$ cat src/rtl/fetch_sequencer_if.sv
// Instruction-fetch bus between fetch_sequencer, instruction memory and decode.
// master = sequencer side, slave = memory/decode side.
interface fetch_sequencer_if #(
  parameter int ADDR_W = 32
);
  logic              imem_req;
  logic [ADDR_W-1:0] imem_addr;
  logic              imem_ready;
  logic [31:0]       imem_rdata;
  logic              instr_valid;
  logic [31:0]       instr;
  logic [ADDR_W-1:0] instr_pc;
  logic              instr_accept;

  modport master (
    output imem_req, imem_addr, instr_valid, instr, instr_pc,
    input  imem_ready, imem_rdata, instr_accept
  );

  modport slave (
    input  imem_req, imem_addr, instr_valid, instr, instr_pc,
    output imem_ready, imem_rdata, instr_accept
  );
endinterface

$ cat src/rtl/fetch_sequencer.sv
// Fetch sequencer: owns the PC, fetches from instruction memory, presents words downstream.
// Optional macro FETCH_ALIGN_CHECK_EN: misaligned redirect targets raise fetch_err instead of being masked.
module fetch_sequencer #(
  parameter int                ADDR_W   = 32,
  parameter logic [ADDR_W-1:0] RESET_PC = '0,
  parameter int                PC_STEP  = 4,
  parameter int                MAX_WAIT = 16
) (
  input  logic              clk,
  input  logic              rst_n,
  input  logic              start,
  input  logic              halt_req,
  input  logic              redirect_valid,
  input  logic [ADDR_W-1:0] redirect_pc,
  fetch_sequencer_if.master bus,
  output logic [ADDR_W-1:0] pc,
  output logic              busy,
  output logic              halted,
  output logic              fetch_err,
  output logic [2:0]        dbg_state
);
  // Handshakes: imem_req holds with a stable imem_addr until the cycle imem_ready is high
  // (that cycle's imem_rdata is the reply); instr_valid holds with stable instr/instr_pc
  // until the cycle instr_accept is high, which is the transfer cycle.

  localparam int CNT_W = (MAX_WAIT < 2) ? 1 : $clog2(MAX_WAIT + 1);

  typedef enum logic [2:0] {
    S_IDLE  = 3'd0,
    S_FETCH = 3'd1,
    S_ISSUE = 3'd2,
    S_HALT  = 3'd3,
    S_ERR   = 3'd4
  } state_t;

  state_t            state, state_nx;
  logic [CNT_W-1:0]  wait_cnt;
  logic              halt_pend;
  logic              redir_pend;
  logic [ADDR_W-1:0] redir_pc_q;
  logic [ADDR_W-1:0] redir_tgt;
  logic              redir_bad;
  logic              timeout;
  logic [31:0]       instr_q;
  logic [ADDR_W-1:0] instr_pc_q;
  logic              req_o, valid_o;

`ifdef FETCH_ALIGN_CHECK_EN
  assign redir_tgt = redirect_pc;
  assign redir_bad = redirect_valid && (redirect_pc[1:0] != 2'b00)
                     && ((state == S_FETCH) || (state == S_ISSUE));
`else
  assign redir_tgt = redirect_pc & ~ADDR_W'(3);
  assign redir_bad = 1'b0;
`endif

  assign timeout = (state == S_FETCH) && !bus.imem_ready
                   && (wait_cnt == CNT_W'(MAX_WAIT - 1));

  // State register
  always_ff @(posedge clk or negedge rst_n) begin
    if (!rst_n) state <= S_IDLE;
    else        state <= state_nx;
  end

  // Next-state logic
  always_comb begin
    state_nx = state;
    case (state)
      S_IDLE:  if (start) state_nx = S_FETCH;
      S_FETCH: begin
        if (redir_bad || timeout) state_nx = S_ERR;
        else if (bus.imem_ready && !redirect_valid && !redir_pend) state_nx = S_ISSUE;
      end
      S_ISSUE: begin
        if (redir_bad) state_nx = S_ERR;
        else if (bus.instr_accept) state_nx = (halt_pend || halt_req) ? S_HALT : S_FETCH;
      end
      S_HALT:  if (start) state_nx = S_FETCH;
      S_ERR:   state_nx = S_ERR;
      default: state_nx = S_IDLE;
    endcase
  end

  // Output logic
  always_comb begin
    req_o     = 1'b0;
    valid_o   = 1'b0;
    busy      = 1'b0;
    halted    = 1'b0;
    fetch_err = 1'b0;
    case (state)
      S_FETCH: begin req_o = 1'b1; busy = 1'b1; end
      S_ISSUE: begin valid_o = 1'b1; busy = 1'b1; end
      S_HALT:  halted = 1'b1;
      S_ERR:   fetch_err = 1'b1;
      default: ;
    endcase
  end

  assign bus.imem_req    = req_o;
  assign bus.imem_addr   = pc;
  assign bus.instr_valid = valid_o;
  assign bus.instr       = instr_q;
  assign bus.instr_pc    = instr_pc_q;
  assign dbg_state       = state;

  // PC, captured instruction, wait counter and pending redirect/halt
  always_ff @(posedge clk or negedge rst_n) begin
    if (!rst_n) begin
      pc         <= RESET_PC;
      instr_q    <= '0;
      instr_pc_q <= '0;
      wait_cnt   <= '0;
      halt_pend  <= 1'b0;
      redir_pend <= 1'b0;
      redir_pc_q <= '0;
    end else begin
      case (state)
        S_IDLE: if (start) pc <= RESET_PC;
        S_FETCH: begin
          if (redir_bad) begin
            wait_cnt <= '0;
          end else begin
            if (halt_req) halt_pend <= 1'b1;
            if (bus.imem_ready) begin
              wait_cnt <= '0;
              // A redirect seen during this fetch kills the returned word
              if (redirect_valid) begin
                pc         <= redir_tgt;
                redir_pend <= 1'b0;
              end else if (redir_pend) begin
                pc         <= redir_pc_q;
                redir_pend <= 1'b0;
              end else begin
                instr_q    <= bus.imem_rdata;
                instr_pc_q <= pc;
              end
            end else begin
              wait_cnt <= timeout ? '0 : wait_cnt + 1'b1;
              if (redirect_valid) begin
                redir_pend <= 1'b1;
                redir_pc_q <= redir_tgt;
              end
            end
          end
        end
        S_ISSUE: begin
          if (!redir_bad) begin
            if (bus.instr_accept) begin
              if (redirect_valid)  pc <= redir_tgt;
              else if (redir_pend) pc <= redir_pc_q;
              else                 pc <= pc + ADDR_W'(PC_STEP);
              redir_pend <= 1'b0;
              halt_pend  <= 1'b0;
            end else begin
              if (halt_req) halt_pend <= 1'b1;
              if (redirect_valid) begin
                redir_pend <= 1'b1;
                redir_pc_q <= redir_tgt;
              end
            end
          end
        end
        default: ;
      endcase
    end
  end
endmodule

$ cat src/flat_wrapper.sv
// flat-port wrapper written by rule: the top's interface ports become plain ports
module fetch_sequencer_flat 
#(
  parameter int                ADDR_W   = 32,
  parameter logic [ADDR_W-1:0] RESET_PC = '0,
  parameter int                PC_STEP  = 4,
  parameter int                MAX_WAIT = 16
)
  (clk, rst_n, start, halt_req, redirect_valid, redirect_pc, pc, busy, halted, fetch_err, dbg_state, bus_imem_req, bus_imem_addr, bus_instr_valid, bus_instr, bus_instr_pc, bus_imem_ready, bus_imem_rdata, bus_instr_accept);
  fetch_sequencer_if #(.ADDR_W(ADDR_W)) bus_i ();
  input  logic clk;
  input  logic rst_n;
  input  logic start;
  input  logic halt_req;
  input  logic redirect_valid;
  input  logic [ADDR_W-1:0] redirect_pc;
  output logic [ADDR_W-1:0] pc;
  output logic busy;
  output logic halted;
  output logic fetch_err;
  output logic [2:0] dbg_state;
  output wire logic [$bits(bus_i.imem_req)-1:0] bus_imem_req;
  output wire logic [$bits(bus_i.imem_addr)-1:0] bus_imem_addr;
  output wire logic [$bits(bus_i.instr_valid)-1:0] bus_instr_valid;
  output wire logic [$bits(bus_i.instr)-1:0] bus_instr;
  output wire logic [$bits(bus_i.instr_pc)-1:0] bus_instr_pc;
  input wire logic [$bits(bus_i.imem_ready)-1:0] bus_imem_ready;
  input wire logic [$bits(bus_i.imem_rdata)-1:0] bus_imem_rdata;
  input wire logic [$bits(bus_i.instr_accept)-1:0] bus_instr_accept;
  assign bus_imem_req = bus_i.imem_req;
  assign bus_imem_addr = bus_i.imem_addr;
  assign bus_instr_valid = bus_i.instr_valid;
  assign bus_instr = bus_i.instr;
  assign bus_instr_pc = bus_i.instr_pc;
  assign bus_i.imem_ready = bus_imem_ready;
  assign bus_i.imem_rdata = bus_imem_rdata;
  assign bus_i.instr_accept = bus_instr_accept;
  fetch_sequencer #(.ADDR_W(ADDR_W), .RESET_PC(RESET_PC), .PC_STEP(PC_STEP), .MAX_WAIT(MAX_WAIT)) u_core (.clk(clk), .rst_n(rst_n), .start(start), .halt_req(halt_req), .redirect_valid(redirect_valid), .redirect_pc(redirect_pc), .bus(bus_i), .pc(pc), .busy(busy), .halted(halted), .fetch_err(fetch_err), .dbg_state(dbg_state));
endmodule
$ cat config.mk
export PLATFORM = sky130hd
export DESIGN_NAME = fetch_sequencer_flat
export DESIGN_NICKNAME = d
export VERILOG_FILES = /design/src/rtl/fetch_sequencer_if.sv /design/src/rtl/fetch_sequencer.sv /design/src/flat_wrapper.sv
export SDC_FILE = /design/constraint.sdc
export NUM_CORES = 1
export LEC_CHECK = 0
export CORE_MARGIN = 2
export CORE_UTILIZATION = 48
export CTS_CLUSTER_DIAMETER = 80
export DETAILED_ROUTE_END_ITERATION = 10
export GPL_ROUTABILITY_DRIVEN = 0
export HOLD_SLACK_MARGIN = 0.06
export PLACE_DENSITY_LB_ADDON = 0.1
export SYNTH_ARGS = -nofsm -noshare
export SYNTH_HDL_FRONTEND = slang
export SYNTH_SLANG_ARGS = --single-unit
$ cat constraint.sdc
create_clock -name clk -period 2.39 [get_ports clk]
set_clock_uncertainty 0.1 [all_clocks]
set_input_delay 0.478 -clock clk [delete_from_list [all_inputs] [get_ports clk]]
set_output_delay 0.478 -clock clk [all_outputs]
set_load 0.02 [all_outputs]
Word-level counts from Yosys, hierarchy flattened
Index checks and enable logic that the tools add are counted.
{ "word_totals": {"register_bits": 138, "latch_bits": 0, "mem_bits_rw": 0, "mem_bits_ro": 0, "in_bits": 71, "wordCells": 74, "memories": 0} }
{ "classes": {"add_sub_neg": 2, "multipliers": 0, "div_mod_pow": 0, "magnitude_cmp": 0, "eq_ne": 13, "n_shift": 0, "mux": 32, "bitwise_logic": 2, "n_reduce_logical": 17} }
{ "op_table": {"columns": ["cell", "count"], "rows": [
  ["32-bit two-way mux", 10],
  ["32-bit case mux with 3 select lines", 1],
  ["32-bit case mux with 2 select lines", 1],
  ["32-bit by 3-bit adder with 32-bit output, second input constant", 1],
  ["3-bit two-way mux", 4],
  ["3-bit case mux with 4 select lines", 1],
  ["1-bit two-way mux", 10],
  ["5-bit two-way mux", 2],
  ["2-bit inequality test, second input constant", 5],
  ["3-bit by 2-bit == test with 1-bit output, second input constant", 2],
  ["3-bit by 2-bit inequality test with 1-bit output, second input constant", 2],
  ["3-bit AND reduction", 2],
  ["5-bit by 1-bit adder with 5-bit output, second input constant", 1],
  ["5-bit by 4-bit == test with 1-bit output, second input constant", 1],
  ["5-bit AND reduction", 1],
  ["1-bit logical AND", 4],
  ["1-bit case mux with 2 select lines", 2],
  ["4-bit AND reduction", 1],
  ["2-bit OR reduction", 2],
  ["3-bit by 1-bit == test with 1-bit output, second input constant", 1],
  ["3-bit == test, second input constant", 1],
  ["1-bit zero test", 3],
  ["3-bit zero test", 1],
  ["3-bit nonzero test", 1],
  ["5 further kinds", 6]
]} }

Longest topological paths before layout
{ "logic_depth": {"ltp_word": 6, "ltp_mapped": 8, "depth_no_buf": 6} }

Worst setup path before layout
No wires, ideal clock.
{ "synth_timing": {"path_kind": "register to register", "from": "reg u_core.state[0] (netlist: u_core.dbg_state[0])", "to": "reg u_core.instr_q[15] (netlist: u_core.bus.instr[15])", "setup_ns": 0.128, "arrival_ns": 1.852, "slack_ns": 0.310, "stages_incl_launch_ff": 8, "n_path_buf": 3, "period_less_slack_ns": 2.080, "path_cell_list": "dfrtp_1 -> or3b_1 -> clkbuf_1 -> inv_2 -> nand3_2 -> buf_2 -> buf_4 -> mux2_1"} }
{ "synth_via": {"elab_chain_len": 2} }
{ "synth_lines": {"columns": ["item", "line_no", "source"], "rows": [
  ["start, declared", "fetch_sequencer.sv:36", "state_t state, state_nx;"],
  ["start signal, assigned", "fetch_sequencer.sv:63", "else state <= state_nx;"],
  ["3-bit by 1-bit == test with 1-bit output", "fetch_sequencer.sv:119", "case (state)"],
  ["4-bit AND reduction (no line)", null, null],
  ["end signal, assigned", "fetch_sequencer.sv:136", "instr_q <= bus.imem_rdata;"],
  ["end, declared", "fetch_sequencer.sv:44", "logic [31:0] instr_q;"]
]} }
No other way between the ends.
A chain may end at the register's enable or synchronous reset.

Worst setup path after layout
{ "layout_timing": {"from": "reg u_core.state[0] (netlist: u_core.dbg_state[0])", "to": "out busy"} }
{ "layout_via": {"elab_chain_len": 3} }
{ "layout_lines": {"columns": ["item", "line_no", "source"], "rows": [
  ["3-bit by 2-bit == test with 1-bit output or 3-bit by 1-bit == test with 1-bit output (tied branches)", "fetch_sequencer.sv:92", "case (state)"],
  ["2-bit OR reduction (no line) *", null, null],
  ["1-bit two-way mux *", "fetch_sequencer.sv:92", null],
  ["end, declared", "flat_wrapper.sv:18", "output logic busy;"]
]} }
Every way passes the cells marked *; elsewhere a longest branch is shown, timed or not.

==> metrics.md <==
| Metric | Value |
|---|---|
| Synth Flop Type | `dfrtp_1` |
| Met3 usage | `6.72%` |
| DRC violations left | `0` |
| Crit-path max FO | `7` |
| Min-Delay Path Class | `reg -> reg` |
| Sink Count | `between 100 and 150` |
| Final Critical Period | `2.32 ns` |
| Share of cells above drive strength 1 | `between 20% and 30%` |
| Clk buf depth | `2` |
| Seq pwr share | `29.4%` |
| Die width | `125 um` |
| FF-to-FF path depth | `5` |
| FILL cells | `1,078` |
| Worst R2R Setup Slack | `approximately 0.18 ns` |
| FF+latch count, synth | `138` |
| Final Non-Filler Cells | `1,075` |
| Max_slew headroom | `66.7%` |
| Number of flops mapped to enable cells by yosys | `0` |
| Final Util | `between 70% and 80%` |
| CP Capture Type | `output pin` |
| Tot Pwr | `roughly 14 mW` |
| Register area | `3450 sq um` |
| DR vias | `6,189` |
| Setup TNS | `0 ns` |
| Cell Area, Synth | `between 7000 and 8000 sq um` |
| Setup violators final | `0` |
| Congestion Overflow GR | `0` |
| CTS Buf Count | `17` |
| Switching Power | `5.33 mW` |
| DIE AREA | `15,700 sq um` |
| Status | `finished clean` |
| Final hold viol count | `0` |
| Crit start category | `flop` |
| Pin count of the biggest net entering global routing | `53` |
| Initial drt markers | `approximately 440` |
| Syn_nets | `approximately 730` |
| Worst skew pair latency | `0.43 ns` |
| Library cells used by synthesis | `69` |
| Clock network power share | `19.9%` |
| Area of the multi-input gates | `~3200 sq um` |
| Antenna Nets Post-Route | `0` |
| Ant. Diodes | `0` |
| RSZ-0062 raised after global routing | `false` |
| Final Max Tran Viols | `0` |
| Final wirelength | `just over 20,000 um` |
| Worst r2r dst | `u_core.bus.imem_addr[29]` |
| M1 GR Usage | `between 30% and 40%` |
| DP Wirelength | `14,700 um` |
| M2 GR Usage | `roughly 43%` |
| Critical setup path kind | `reg -> out` |
| Max Clk Rate | `0.431 GHz` |
| CP arrival | `1.74 ns` |
| H-tree Lvls | `4` |
| Clk pin slew, worst setup/hold paths | `0.06 ns` |
| Gr usage total | `26.0%` |
| Most common cell after layout, fill and taps aside | `clkdlybuf4s50_1` |
| Max Cap Viol | `0` |
| Hold depth | `1` |
| Worst reg2reg path startpoint | `u_core.bus.imem_addr[15]` |
| First-pass GRT wire length | `32,400 um` |
| Root Driver | `clkbuf_16` |
| Core box area | `14,400 sq um` |
| Internal Power | `about 8.8 mW` |
| LEAKAGE | `4.34 nW` |
| Port Buf Inserts | `204` |
| Layout area overhead | `44.2%` |
| Hold_ws | `0.387 ns` |
| Slew @ Worst Pin | `roughly 0.5 ns` |
| Synthesized area per cell | `roughly 11 sq um` |
| Commonest cells after routing, fill and taps aside | `clkdlybuf4s50_1, dfrtp_1, mux2_2` |
| CP required | `between 1.5 and 2 ns` |
| Nets | `952` |
| TritonCTS clock tree | `yes` |
| Sw Share | `37.7%` |
| GR peak layer | `met2` |
| Hold Crit Start | `u_core.bus.instr[17]` |
| Gate power share | `roughly half` |
| Initial antenna violation count | `0` |
| Vias in the first global route | `around 6,200` |
| Post-synth ARST share | `100%` |
| Initial core utilization | `48.8%` |
| Final worst-path cycle share | `between 90 and 100%` |
| Yosys warning count | `0` |
| Routed len/inst | `19.0 um` |
| Peak supply drop | `0.000865 V` |
| IO Pins | `207` |
| Hold endpoint | `u_core.bus.instr[17]` |
| Iteration count of the initial detailed-routing pass | `6` |
| Synth Instances | `658` |
| Placed Cells | `1,043` |
| Row count | `44` |
| Post-synthesis sequential area ratio | `49.0%` |
| Drt via density | `5.76` |
| Power Density | `1390 nW/um^2` |
| Die Ht | `125 um` |
## sequential cells by signal, summed over array words and instances, names as in the netlist
| signal | flops |
|---|---|
| u_core.redir_pc_q | 32 |
| u_core.bus.imem_addr | 32 |
| u_core.halt_pend | 1 |
| u_core.redir_pend | 1 |
| u_core.bus.instr | 32 |
| u_core.dbg_state | 3 |
| u_core.bus.instr_pc | 32 |
| u_core.wait_cnt | 5 |
## critical path, cell delays in order (launching register included)
cell,delay (ns)
dfrtp_1,0.44
nand2b_1,0.21
a21o_1,0.23
inv_1,0.11
clkdlybuf4s15_1,0.32
## cell usage after synthesis (4+ instances only)
cell type / number / area, sq um
nor3_1: 16 / 80.1
buf_4: 33 / 248
buf_2: 13 / 65.1
inv_1: 9 / 33.8
and4_1: 4 / 35.0
clkbuf_1: 24 / 90.1
nand4_1: 5 / 31.3
nor4_1: 5 / 31.3
nand3_1: 18 / 90.1
and3_1: 6 / 37.5
o32ai_1: 5 / 43.8
xor2_1: 4 / 35.0
dfrtp_1: 138 / 3450
nand2b_1: 12 / 75.1
mux2_1: 13 / 146
a22o_1: 6 / 52.6
nor2b_1: 4 / 25.0
nor2_1: 49 / 184
o31ai_1: 8 / 60.1
a21oi_1: 19 / 95.1
or3_1: 6 / 37.5
mux2_2: 80 / 901
a22oi_1: 4 / 30.0
and2_1: 5 / 31.3
a31oi_1: 6 / 37.5
nand2_1: 42 / 158
mux2i_1: 7 / 70.1
a2bb2oi_1: 4 / 35.0
o22a_1: 5 / 43.8
o21ai_0: 42 / 210
## final cells by class
cell class | instances | share of cell area [%]
clock buffer | 22 | 4.47
clock inverter | 9 | 1.68
inverter | 10 | 0.370
multi-input combinational | 437 | 31.1
sequential | 138 | 34.0
tap | 184 | 2.27
timing repair buffer | 275 | 26.1
## power by group through the flow
stage               Combinational (mW)  Clock [mW]  Sequential (mW)
global route                      7.60        2.97             4.30
detailed placement                7.15           0             4.17
floorplan                         3.11           0             4.97
global placement                  6.98           0             4.10
CTS                               7.17        2.86             4.14
finish                            7.17        2.82             4.16
## how the worst max path moves through the flow
| stage | startpoint | to | slack [ns] |
|---|---|---|---|
| 3_3_place_gp | bus_instr_accept | u_core.bus.imem_addr[22] | 0.03 |
| 6_report | u_core.dbg_state[0] | busy | 0.07 |
| 3_5_place_dp | bus_instr_accept | u_core.bus.imem_addr[26] | -0.07 |
| 5_1_grt | u_core.dbg_state[0] | busy | 0.005 |
| 2_1_floorplan | u_core.dbg_state[0] | u_core.bus.instr[15] | 0.31 |
| 4_1_cts | u_core.dbg_state[0] | busy | 0.03 |
## metal layers
layer | part of all wire (%) | vias up | wire length, um
met5 | 0 | - | 0
li1 | - | 2806 | -
met3 | 6.9 | 46 | 1420
met2 | 50 | 290 | 10200
met4 | 1.7 | 0 | 348
met1 | 41 | 3047 | 8420
## what timing repair did
item                                    4_1_cts  5_1_grt
resized for setup                             7        1
endpoints found under the setup margin        5        1
buffers inserted                              0        0
endpoints found under the hold margin        43        0
hold buffers                                  1        0
## per-stage QoR
step / instance area, sq um / worst slack, ns
floorplan: 7040 / 0.310
global placement: 9520 / 0.0262
detailed placement: 9520 / -0.0729
CTS: 10200 / 0.0327
global route: 10200 / 0.00542
finish: 10200 / 0.0718
## cell families (layout without fill, tap and decap cells)
logic type      after synthesis  in the layout  share of synthesized area, %
fa+ha+maj                     2              2                         0.355
xor+xnor                      7              7                         0.871
mux                         100            100                          15.9
simple gates                190            190                          14.1
flops                       138            138                          49.0
compound gates              138            138                          13.4
buf+inv                      83            316                          6.45
(Power assumes the default switching activity.)
